===== config.mk =====
export PLATFORM = sky130hd
export DESIGN_NAME = noc_out_arbiter
export DESIGN_NICKNAME = d
export VERILOG_FILES = /design/src/rtl/noc_out_arbiter.sv
export SDC_FILE = /design/constraint.sdc
export NUM_CORES = 1
export LEC_CHECK = 0
export ABC_AREA = 1
export CORE_MARGIN = 5
export CORE_UTILIZATION = 45
export DETAILED_ROUTE_END_ITERATION = 10
export PLACE_DENSITY = 0.78
export RECOVER_POWER = 25
export SLEW_MARGIN = 30
export SYNTH_ARGS = -nofsm -noshare
export SYNTH_HDL_FRONTEND = slang
export SYNTH_SLANG_ARGS = --single-unit

===== constraint.sdc =====
create_clock -name clk -period 2.2 [get_ports clk]
set_input_delay 0.22 -clock clk [delete_from_list [all_inputs] [get_ports clk]]
set_output_delay 0.22 -clock clk [all_outputs]
set_load 0.01 [all_outputs]

===== src/rtl/noc_out_arbiter.sv =====
// Wormhole output-port arbiter: round-robin pick among header-eligible inputs, then lock for a whole packet.
// Latency: lock one cycle after eligibility; grants are combinational from lock state, req and out_ready.
// Backpressure: out_ready=0 or a missing owner req stalls the grant; the lock and flit count hold indefinitely.
module noc_out_arbiter #(
    parameter int NUM_IN    = 5,
    parameter int LEN_WIDTH = 12,
    parameter int IDX_W     = $clog2(NUM_IN)
) (
    input  logic                        clk,
    input  logic                        rst,
    input  logic [NUM_IN-1:0]           req,
    input  logic [NUM_IN-1:0]           head,
    input  logic [NUM_IN*LEN_WIDTH-1:0] len,
    input  logic                        out_ready,
    output logic [NUM_IN-1:0]           grant,
    output logic [IDX_W-1:0]            owner,
    output logic                        busy,
    output logic [LEN_WIDTH-1:0]        flits_left,
    output logic                        pkt_done
);

    typedef enum logic {S_IDLE, S_LOCKED} state_t;

    state_t               state_q, state_d;
    logic [IDX_W-1:0]     owner_q, owner_d;
    logic [IDX_W-1:0]     ptr_q, ptr_d;
    logic [LEN_WIDTH-1:0] flits_q, flits_d;
    logic                 done_q, done_d;

    logic [NUM_IN-1:0]    elig;
    logic                 win_vld;
    logic [IDX_W-1:0]     win_idx;
    logic [LEN_WIDTH-1:0] win_len;
    logic                 gnt_any;

    assign elig = req & head;

    // Two passes: inputs above the last winner first, then wrap to the rest.
    always_comb begin
        win_vld = 1'b0;
        win_idx = '0;
        win_len = '0;
        for (int i = 0; i < NUM_IN; i++) begin
            if (!win_vld && elig[i] && (IDX_W'(i) > ptr_q)) begin
                win_vld = 1'b1;
                win_idx = IDX_W'(i);
                win_len = len[i*LEN_WIDTH +: LEN_WIDTH];
            end
        end
        for (int i = 0; i < NUM_IN; i++) begin
            if (!win_vld && elig[i] && (IDX_W'(i) <= ptr_q)) begin
                win_vld = 1'b1;
                win_idx = IDX_W'(i);
                win_len = len[i*LEN_WIDTH +: LEN_WIDTH];
            end
        end
    end

    always_comb begin
        grant = '0;
        for (int i = 0; i < NUM_IN; i++) begin
            grant[i] = (state_q == S_LOCKED) && out_ready && req[i] && (owner_q == IDX_W'(i));
        end
    end

    assign gnt_any = |grant;

    always_comb begin
        state_d = state_q;
        owner_d = owner_q;
        ptr_d   = ptr_q;
        flits_d = flits_q;
        done_d  = 1'b0;
        case (state_q)
            S_IDLE: begin
                if (win_vld) begin
                    state_d = S_LOCKED;
                    owner_d = win_idx;
                    // A zero length still carries the header flit.
                    flits_d = (win_len == '0) ? LEN_WIDTH'(1) : win_len;
                end
            end
            S_LOCKED: begin
                if (gnt_any) begin
                    if (flits_q == LEN_WIDTH'(1)) begin
                        state_d = S_IDLE;
                        ptr_d   = owner_q;
                        flits_d = '0;
                        done_d  = 1'b1;
                    end else begin
                        flits_d = flits_q - LEN_WIDTH'(1);
                    end
                end
            end
            default: state_d = S_IDLE;
        endcase
    end

    always_ff @(posedge clk or negedge rst) begin
        if (!rst) begin
            state_q <= S_IDLE;
            owner_q <= '0;
            ptr_q   <= IDX_W'(NUM_IN - 1);
            flits_q <= '0;
            done_q  <= 1'b0;
        end else begin
            state_q <= state_d;
            owner_q <= owner_d;
            ptr_q   <= ptr_d;
            flits_q <= flits_d;
            done_q  <= done_d;
        end
    end

    assign owner      = owner_q;
    assign busy       = (state_q == S_LOCKED);
    assign flits_left = flits_q;
    assign pkt_done   = done_q;

endmodule

## Word-level counts from Yosys, hierarchy flattened

Cells that the tools add are included.

- Flip-flop bits (word level): 20
- Output and inout port bits: 22
- Logic and storage cells: 111

- Add/sub/neg operators: 1
- Magnitude comparators: 10
- Equality and inequality tests: 7
- Muxes and demuxes: 41
- Bitwise gates (word level): 2
- Reductions and logical operators: 45

Operators by type and width:

| operator | number |
|---|---|
| 2-to-1 mux 12 bit | 14 |
| logical AND 1 bit | 30 |
| case mux 12 bit (2 select lines) | 1 |
| 2-to-1 mux 3 bit | 6 |
| 2-to-1 mux 1 bit | 17 |
| equality test 12 x 1 -> 1 bit, second input constant | 1 |
| logical NOT 12 bit | 1 |
| subtractor 12 x 1 -> 12 bit, second input constant | 1 |
| logical NOT 1 bit | 9 |
| equality test 3 x 2 -> 1 bit, second input constant | 2 |
| greater-than comparator 1 x 3 -> 1 bit, first input constant | 2 |
| greater-than comparator 2 x 3 -> 1 bit, first input constant | 2 |
| <= comparator 1 x 3 -> 1 bit, first input constant | 2 |
| <= comparator 2 x 3 -> 1 bit, first input constant | 2 |
| AND 5 bit | 1 |
| OR reduction 5 bit | 1 |
| 2-to-1 mux 2 bit | 2 |
| AND reduction 2 bit | 2 |
| equality test 3 x 1 -> 1 bit, second input constant | 1 |
| equality test 3 bit, second input constant | 1 |
| greater-than comparator 3 bit, first input constant | 1 |
| <= comparator 3 bit, first input constant | 1 |
| logical NOT 3 bit | 1 |
| AND reduction 3 bit | 1 |
| 4 further kinds | 4 |

## Depth between registers and ports, before layout

Gate-level depths: netlist of the first run.

- Depth after elaboration: 43
- Depth in mapped cells: 18
- Gate-level depth less buffers: 17

## Worst setup path after synthesis of the first run

Ideal clock, no wire load.

- Path type: reg2reg
- Start point: reg ptr_q[2]
- End point: reg flits_q[10] (netlist: flits_left[10])
- Arrival time: 1871 ps
- Setup slack: 210 ps
- Cell stages (with the launch flop): 15
- Buffers on the path: 1
- Period minus slack after synthesis: 1990 ps
- Path through: dfstp_2 nor2_2 nand2_2 nand2_1 nor2_1 nand4_2 nor2_4 nand2_1 o21ai_1 inv_2 nor2_8 inv_4 buf_6 nand2_1 o21ai_2

- Cells in the longest elaborated chain, start to end: 43

Ends and longest elaborated chain:

| item | RTL line | RTL |
|---|---|---|
| start, declared | 26 | `logic [IDX_W-1:0] ptr_q, ptr_d;` |
| start signal, assigned | 103 | `ptr_q <= IDX_W'(NUM_IN - 1);` |
| start signal, assigned | 109 | `ptr_q <= ptr_d;` |
| greater-than comparator 1 x 3 -> 1 bit | 44 | `if (!win_vld && elig[i] && (IDX_W'(i) > ptr_q)) begin` |
| logical AND 1 bit | 44 |  |
| 2-to-1 mux 1 bit | 44 |  |
| logical NOT 1 bit | 44 |  |
| logical AND 1 bit (2 in a row) | 44 |  |
| 2-to-1 mux 1 bit | 44 |  |
| logical NOT 1 bit | 44 |  |
| logical AND 1 bit (2 in a row) | 44 |  |
| [... 24 more ...] | n/a |  |
| 2-to-1 mux 1 bit | 51 | `if (!win_vld && elig[i] && (IDX_W'(i) <= ptr_q)) begin` |
| logical NOT 1 bit | 51 |  |
| logical AND 1 bit (2 in a row) | 51 |  |
| 2-to-1 mux 12 bit | 51 |  |
| logical NOT 12 bit | 80 | `flits_d = (win_len == '0) ? LEN_WIDTH'(1) : win_len;` |
| 2-to-1 mux 12 bit | 80 |  |
| 2-to-1 mux 12 bit | 76 | `if (win_vld) begin` |
| case mux 12 bit (2 select lines) | 74 | `case (state_q)` |
| end signal, assigned | 110 | `flits_q <= flits_d;` |
| end, declared | 27 | `logic [LEN_WIDTH-1:0] flits_q, flits_d;` |

Parallel ways exist; a longest one is shown, timed or not. The select of a mux whose other input is x is not followed.
A chain may end at the register's enable or synchronous reset.

## Final worst setup path of the first run

- Start point: reg ptr_q[2]
- End point: reg flits_q[0] (netlist: flits_left[0])

Same word-level chain as after synthesis.

==> metrics, run 1 <==
largest net degree at the start of global routing 21; critical path capture point type register; worst skew pair latency 0.26 ns; most common cell in the netlist nor2_1; Inst Count DP 623; Total Routing Usage GR 26.05%; total number of vias 3,424; max-cap violations 0; hold_sp flits_left[6]; Die Span Y 83.52 um; Req. time, crit path 2.39 ns; CTS root buf clkbuf_8; clk sink count 20; commonest cells in the synthesized netlist nor2_1 (89), nand2_1 (76), nand3_1 (68), inv_1 (62), o21ai_0 (24); status finished, violations left; Slew headroom 25.38%; CP max stage delay 0.56 ns; failing checks negative setup slack; Worst Hold Path EP flits_left[6]; DR top layer met4; largest family of logic cells by synthesized area simple AND/OR/NAND/NOR gates; Reg-to-Reg End flits_left[0]; Ant. Diodes 0; Core Region 0.005172 mm2; Rows 26; mux share of post-synthesis cell area 0%; crit path kind reg -> reg; Non-Filler Instances 643; M1 WL 4006 um; grt ovf 0; final wirelength 9719 um; die area 0.006976 mm2; main area contributors after synthesis dfrtp_1 (20%), nand3_1 (14%), nor2_1 (14%); initial antenna violation count 0; effective utilization at floorplan 47.02%; fin crit period 2.380 ns; Post-synth EDFFs 0; layout cells sized above 1 20.42%; Num CTS Buffers 3; Synth Area in Adders 1.029%; number of stages on the worst hold path 2; share of the synthesized area in the top cell type 19.55%; Cells after Synth 425; simple-gate share of the synthesized area 49.38%; metal3 WL 883 um; fill count 371; Syn Nets 500; Highest Clock Rate 0.4202 GHz; pre-CTS setup slack -0.4754 ns; Yosys cell types 35; worst-margin pin slew 1.119 ns; worst r2r path cells 18; slowest cell on the critical path dfstp_2; Post-synth ARST share 100.0%; worst-path cell chain nor2_2, nand3_2, buf_8, buf_12, inv_1, nand2_1, nand2_1, nor2_1, nand3_1, nor2_1, nand3_1, nor2_2, nand3_1, nor2_1, nand3_1, nand2_1, nand2_1, a21oi_2; sequential share of the synthesized area 20.63%; Power Density 277.2 mW/mm2; fin area 0.004135 mm2; Ys Warns 0; Pwr Total 1.146 mW; global-route wire length before repair 15,270 um; port bufs 94; Max VDD drop 231.2 uV; Max Root-Sink Buffers 2; Met2 Wirelength 4648 um; reg2reg setup slack -0.18 ns; GP Congestion 0.8884; final worst setup slack -0.1799 ns; Finish-stage setup viols 2; Crit path arrival time 2.57 ns; number of placed I/O pins 95; detailed-route DRC error count 0; worst flop-to-flop path startpoint ptr_q[2]; total negative setup slack -0.1987 ns; vias in the first global route 3,247; type of origin of the critical path register; DR iter-0 viols 467; placed inst area 0.003751 mm2; area delta synth->final 70.01%; Initial DRT Pass Iterations 5; hpwl dp 6996 um; Compound-Gate Fraction of Synth Area 11.27%; static leakage 2.081 nW; Detail Route Antenna Nets 0; CTS tree yes; crit-path max FO 7; Synth Register Bits 20; routed vias/inst 5.325; area leader, netlist dfrtp_1; RSZ-0062 raised after global routing true; Nets 649; Post-Synth XOR/XNOR Area 2.521%; Die Width 83.52 um; Final Hold Fails 0; Cell Area, Synth 0.002432 mm2; Post-synth top flop dfrtp_1; Tcrit/Tclk final 108.2%; Setup Skew 0.008006 ns; Syn Area/Cell 5.723 um2; H-tree levels 1; DR WL/cell 15.12 um; Worst-path clk slew 0.08 ns; Final Max Tran Viols 0; Hold Crit Class reg -> reg
[what timing repair did]
item | 4_1_cts | 5_1_grt
pin swaps | 17 | 13
cloned | 1 | 2
buffers inserted | 11 | 3
resized for setup | 30 | 19
setup endpoints to repair | 12 | 15
hold buffers | 0 | 0
[power breakdown]
part	switching, mW	internal, mW	total, mW	leakage [nW]
logic	0.178	0.230	0.408	1.83
registers	0	0.367	0.367	0.219
clock network	0.128	0.243	0.371	0.0357
[worst max-delay path: cells and delay by family (launching register included)]
kind | cells | cell delay [ns]
buf+inv | 3 | 0.32
compound gates | 1 | 0.10
flops | 1 | 0.56
simple gates | 14 | 1.32
[metrics by stage]
step / util [%] / hold WS (ns)
3_5_place_dp: 72.52 / 0.5746
5_1_grt: 79.95 / 0.6434
6_report: 79.95 / 0.5989
3_3_place_gp: 72.52 / 0.5561
4_1_cts: 77.79 / 0.2996
2_1_floorplan: - / -0.07559
[sequential cells by signal, summed over array words and instances (netlist names)]
name / flops
flits_left: 12
owner: 3
ptr_q: 3
busy: 1
pkt_done: 1
[placed cells by master, fill, tap and decap left out, drive strengths merged]
| cell type | n |
|---|---|
| nor2 | 98 |
| dlygate4sd3 | 1 |
| clkbuf | 5 |
| dfrtp | 19 |
| nand3 | 74 |
| o21ai | 32 |
| buf | 60 |
| nand2 | 77 |
| clkinv | 1 |
| ha | 2 |
| bufinv | 1 |
| nor3 | 8 |
| dlygate4sd2 | 2 |
| nand4 | 5 |
| inv | 68 |
| and2 | 1 |
| xor2 | 5 |
| a21oi | 11 |
| clkdlybuf4s50 | 91 |
| dfstp | 1 |
| a31oi | 1 |
| nor4 | 1 |
| xnor2 | 2 |
| o22ai | 6 |
| nand3b | 1 |
[final cells by class]
class	count	area, um2	area share (%)
sequential	20	501.7	12.13
clock inverter	1	30.03	0.7262
tap	70	87.58	2.118
multi-input combinational	324	1697	41.03
clock buffer	3	41.29	0.9985
timing repair buffer	156	1514	36.61
inverter	69	264.0	6.384
[worst max path at each step]
stage,from,to,slack (ns),depth (start not counted)
4_1_cts,ptr_q[1],flits_left[0],-0.03,17
5_1_grt,ptr_q[2],flits_left[0],-0.31,18
3_5_place_dp,req[3],flits_left[0],-0.48,19
2_1_floorplan,ptr_q[2],flits_left[10],0.21,14
3_3_place_gp,req[2],flits_left[0],-0.42,17
6_report,ptr_q[2],flits_left[0],-0.18,18
[metal layers]
metal / up-vias / GRT usage [%]
met5: - / 0
met4: 0 / 5.556
met3: 26 / 5.824
met2: 177 / 44.75
met1: 1560 / 33.45
li1: 1661 / -
[cell families after synthesis]
kind of cell             after synthesis
adder cells (fa/ha/maj)                2
AND/OR/NAND/NOR                      263
XOR/XNOR                               7
AO/OA/AOI/OAI                         50
buffers and inverters                 83
flip-flops                            20
Power figures use the tool's default switching activity.
==> run 2: changes to the inputs <==
--- a/config.mk
+++ b/config.mk
@@ -6,10 +6,12 @@
 export NUM_CORES = 1
 export LEC_CHECK = 0
 export ABC_AREA = 1
+export CAP_MARGIN = 20
+export CORE_ASPECT_RATIO = 0.5
 export CORE_MARGIN = 5
-export CORE_UTILIZATION = 45
+export CORE_UTILIZATION = 30
 export DETAILED_ROUTE_END_ITERATION = 10
-export PLACE_DENSITY = 0.78
+export PLACE_DENSITY = 0.55
 export RECOVER_POWER = 25
 export SLEW_MARGIN = 30
 export SYNTH_ARGS = -nofsm -noshare
==> run 2 against run 1 <==
  * Worst hold slack got worse by 0.23 ns
  * Fmax rose by 2.4%
  * Final area rose by 5.1%
  * Sequential share of layout area fell by 0.59 points
  * Via count fell by 4.3%
  * Largest cell class unchanged
  * The flow still finishes with violations (negative setup slack)
==> metrics, run 2 (same netlist as run 1, synthesis figures left out) <==
status finished, violations left; failing checks negative setup slack; Crit path arrival time 2.51 ns; routed vias/inst 4.727; multi-input logic area 0.001772 mm2; NetSw 0.3376 mW; H-tree levels 1; CTS root buf clkbuf_16; clk sink count 20; Req. time, crit path 2.39 ns; crit path capture flits_left[8]; placed inst area 0.003846 mm2; most common cell after layout, fill and taps aside clkdlybuf4s50_1; switching share of power 25.99%; initial antenna violation count 0; CTS tree yes; CP dominant cell by count nor2_2; fill count 798; slowest cell on the critical path dfstp_2; Slew headroom 57.49%; Nets 657; commonest cells after routing, fill and taps aside clkdlybuf4s50_1 (92), nand2_1 (72), nor2_1 (69), nand3_1 (63), inv_1 (61); Rows 23; Max Root-Sink Buffers 2; port bufs 94; Internal Pwr Total 0.9612 mW; Seq pwr share 28.3%; Hold Crit Class in -> async; Num CTS Buffers 3; critical path capture point type register; fin area 0.004345 mm2; final worst setup slack -0.1253 ns; Final Max Tran Viols 0; hpwl dp 7614 um; Highest Clock Rate 0.4301 GHz; crit path kind reg -> reg; fin crit period 2.325 ns; worst skew pair latency 0.26 ns; worst flop-to-flop path startpoint ptr_q[2]; area delta synth->final 78.65%; Reg-to-Reg End flits_left[8]; crit-path max FO 6; number of placed I/O pins 95; static leakage 2.164 nW; DR WL/cell 14.57 um; Ant. Diodes 0; sequential cell area 501.7 um2; final wirelength 10,100 um; Worst-path clk slew 0.06 ns; Finish-stage setup viols 15; Pwr Total 1.299 mW; type of origin of the critical path register; grt ovf 0; total number of vias 3,276; Die Width 137.3 um; Die Span Y 73.67 um; detailed-route DRC error count 0; Setup Skew 0.001827 ns; DR iter-0 viols 209; Initial DRT Pass Iterations 5; die area 0.01012 mm2; Hold Buf Count CTS 0; fraction of power consumed by the clock network 39.5%; layout cells sized above 1 24.10%; max-cap violations 0; worst-path cell chain nor2_4, nand3_2, nand2_1, nor2_2, nand4_2, buf_6, nor2_4, nand3b_4, buf_12, nor2_2, nor2_2, buf_4, buf_4, o22ai_2, nand2_1, o21ai_2; Power Density 298.9 mW/mm2; reg2reg setup slack -0.13 ns; pre-CTS setup slack -0.4378 ns; Detail Route Antenna Nets 0; Non-Filler Instances 693; global-route wire length before repair 15,820 um; post-layout util 54.71%; worst-margin pin slew 0.6377 ns; RSZ-0062 raised after global routing true; Max VDD drop 258.3 uV; Worst Setup SP ptr_q[2]; Inst Count DP 674; Core Region 0.007943 mm2; Logic pwr share 32.2%; vias in the first global route 3,028; effective utilization at floorplan 30.62%; Total Routing Usage GR 19.70%; worst r2r path cells 16; GP Congestion 0.8556; number of flip-flops in the largest register 12; largest net degree at the start of global routing 18; CP max stage delay 0.58 ns; Tcrit/Tclk final 105.7%; Final Hold Fails 0
==> run 2: changes by cell type in the layout (fill, tap and decap cells not counted), moves of 3 or more <==
cell,previous run,this run
o21ai_2,3,7
nand3_1,66,63
nor2_1,74,69
nor2_4,5,10
buf_4,47,56
clkbuf_8,3,0
clkbuf_16,1,4
==> run 2: what timing repair did <==
item / in CTS / in global routing
endpoints found under the setup margin: 13 / 15
pin swaps: 4 / 27
cloned: 1 / 2
setup buffers: 2 / 12
resized for setup: 15 / 59
==> run 2: worst min path at each step <==
stage	startpoint	endpoint	slack, ns
floorplan	rst	busy	-0.08
global placement	owner[0]	ptr_q[0]	0.56
detailed placement	flits_left[11]	flits_left[11]	0.56
CTS	rst	flits_left[8]	0.32
global route	rst	flits_left[11]	0.41
finish	rst	flits_left[5]	0.36
==> run 2: critical path: cells and delay by family, from the launching register on <==
kind	cells	cell delay [ns]
AND/OR/NAND/NOR	10	0.97
flip-flops	1	0.58
buffers and inverters	4	0.58
AO/OA/AOI/OAI	2	0.13
==> run 2: cell type report <==
cell class / instances / area share (%)
timing repair buffer: 164 / 35.85
sequential: 20 / 11.55
inverter: 69 / 6.191
multi-input combinational: 324 / 40.77
clock inverter: 1 / 0.6910
clock buffer: 3 / 1.728
tap: 112 / 3.225
==> run 2: metal layers <==
metal  wire, um  track usage, %  share of wire (%)
met1       5081           30.13                 50
met2       4436           31.09                 44
met3        542           1.231                5.4
met4         38           2.655               0.38
met5          0               0                  0
==> run 2: power by group through the flow <==
stage	Combinational, mW	Sequential [mW]	Clock [mW]
global route	0.451	0.368	0.532
finish	0.418	0.368	0.513
detailed placement	0.353	0.375	0
floorplan	0.116	0.375	0
CTS	0.364	0.368	0.515
global placement	0.354	0.375	0
==> run 2: stage by stage <==
| step | hold slack (ns) | setup TNS, ns |
|---|---|---|
| 2_1_floorplan | -0.07559 | 0 |
| 3_3_place_gp | 0.5599 | -4.964 |
| 3_5_place_dp | 0.5641 | -4.922 |
| 4_1_cts | 0.3192 | -0.1588 |
| 5_1_grt | 0.4130 | -2.935 |
| 6_report | 0.3648 | -0.7216 |
==> run 3: changes to the inputs <==
==> constraint.sdc (replaced) <==
create_clock -name clk -period 2.4 [get_ports clk]
set_input_delay 0.24 -clock clk [delete_from_list [all_inputs] [get_ports clk]]
set_output_delay 0.24 -clock clk [all_outputs]
set_load 0.01 [all_outputs]
==> run 3 against run 2 <==
  * The run now ends clean
  * Cell count shrank 2.3%
  * Fmax grew 1.3%
  * Worst hold slack better by 0.20 ns
  * Count of clock-buffer cells in the layout did not move
  * Register-to-register slack improved by 0.23 ns
==> metrics, run 3 (same netlist as run 1, synthesis figures left out) <==
CTS root buf clkbuf_16; fin crit period 2.296 ns; GP Congestion 0.8367; routed vias/inst 4.637; area delta synth->final 65.23%; largest net degree at the start of global routing 21; effective utilization at floorplan 30.62%; post-layout util 50.60%; Hold Crit Class reg -> reg; Die Span Y 73.67 um; DR iter-0 viols 156; total negative setup slack 0 ns; CTS tree yes; worst-path cell chain nor2_2, nand3_2, nand2_1, nor2_2, nand4_2, buf_4, nor2_4, nand3b_4, buf_12, nor2_1, nor2_2, buf_4, o22ai_1, buf_4, nand2_1, o21ai_1; Die Width 137.3 um; Setup Skew 0.001750 ns; Final Max Tran Viols 0; DR WL/cell 13.84 um; grt ovf 0; Ant. Diodes 0; Core Region 0.007943 mm2; Num CTS Buffers 3; commonest cells after routing, fill and taps aside clkdlybuf4s50_1 (92), nor2_1 (79), nand2_1 (73), nand3_1 (68), inv_1 (62); type of origin of the critical path register; number of flip-flops in the largest register 12; Power Density 284.7 mW/mm2; hpwl dp 7550 um; number of placed I/O pins 95; die area 0.01012 mm2; Total Routing Usage GR 19.13%; Hold Buf Count CTS 0; Tcrit/Tclk final 95.67%; Worst-path clk slew 0.06 ns; Req. time, crit path 2.58 ns; Pwr Total 1.144 mW; max-cap violations 0; worst skew pair latency 0.26 ns; total number of vias 3,139; final wirelength 9367 um; most common cell after layout, fill and taps aside clkdlybuf4s50_1; CP max stage delay 0.55 ns; Non-Filler Instances 677; H-tree levels 1; Nets 641; crit-path max FO 11; detailed-route DRC error count 0; global-route wire length before repair 15,460 um; pre-CTS setup slack -0.2705 ns; slowest cell on the critical path dfstp_2; Max Root-Sink Buffers 2; Finish-stage setup viols 0; Highest Clock Rate 0.4355 GHz; worst-margin pin slew 1.088 ns; crit path kind reg -> reg; status complete, no violations; critical path capture point type register; Max VDD drop 351.7 uV; clk sink count 20; RSZ-0062 raised after global routing true; final worst setup slack 0.1039 ns; Final Hold Fails 0; Initial DRT Pass Iterations 5; layout cells sized above 1 17.52%; Rows 23; fill count 826; initial antenna violation count 0; port bufs 94; static leakage 2.029 nW; Detail Route Antenna Nets 0; Inst Count DP 668; Slew headroom 27.45%; vias in the first global route 3,027; Crit path arrival time 2.48 ns
## run 3: metal layers
| metal | GRT usage, % | wire, um |
|---|---|---|
| met1 | 29.47 | 4818 |
| met2 | 28.87 | 3962 |
| met4 | 4.204 | 92 |
| met5 | 0 | 0 |
| met3 | 1.505 | 494 |
## run 3: timing repair
item                                    4_1_cts  5_1_grt
endpoints found under the setup margin        1       13
setup buffers                                 0        5
pin swaps                                     0       10
resized for setup                             3       20
## run 3: stage by stage
stage / hold slack [ns] / area (um2)
after CTS: 0.3360 / 3926
after floorplan: -0.05559 / 2432
after global placement: 0.5631 / 3814
final: 0.5664 / 4019
after detailed placement: 0.5630 / 3814
after global routing: 0.6143 / 4019
## run 3: cell type report
cell class                      instances  area (um2)  share of cell area (%)
Clock buffer                            3       75.07                   1.868
Tap cell                              112       140.1                   3.487
Timing Repair Buffer                  150        1408                   35.02
Multi-Input combinational cell        322        1603                   39.88
Clock inverter                          1       30.03                  0.7472
Inverter                               69       261.5                   6.507
Sequential cell                        20       501.7                   12.48
## run 3: report_power, final
part	internal (mW)	switching, mW	leakage (nW)
Clock	0.331	0.133	0.0511
Sequential	0.337	0	0.219
Combinational	0.195	0.148	1.76
## run 3: worst paths after layout
check | startpoint | end | slack, ns | cells past startpoint
hold reg to reg | owner[2] | ptr_q[2] | 0.57 | 2
min in group asynchronous | rst | flits_left[6] | 0.70 | 2
setup reg to reg | ptr_q[2] | flits_left[9] | 0.10 | 16
setup / recovery | ptr_q[2] | flits_left[9] | 0.10 | 16
max in group asynchronous | rst | ptr_q[0] | 1.05 | 2
hold / removal | owner[2] | ptr_q[2] | 0.57 | 2
## run 3: critical path: cells and delay by family, from the launching register on
kind	cells	cell delay, ns
compound gates	2	0.17
buf+inv	4	0.60
flops	1	0.55
simple gates	10	0.90
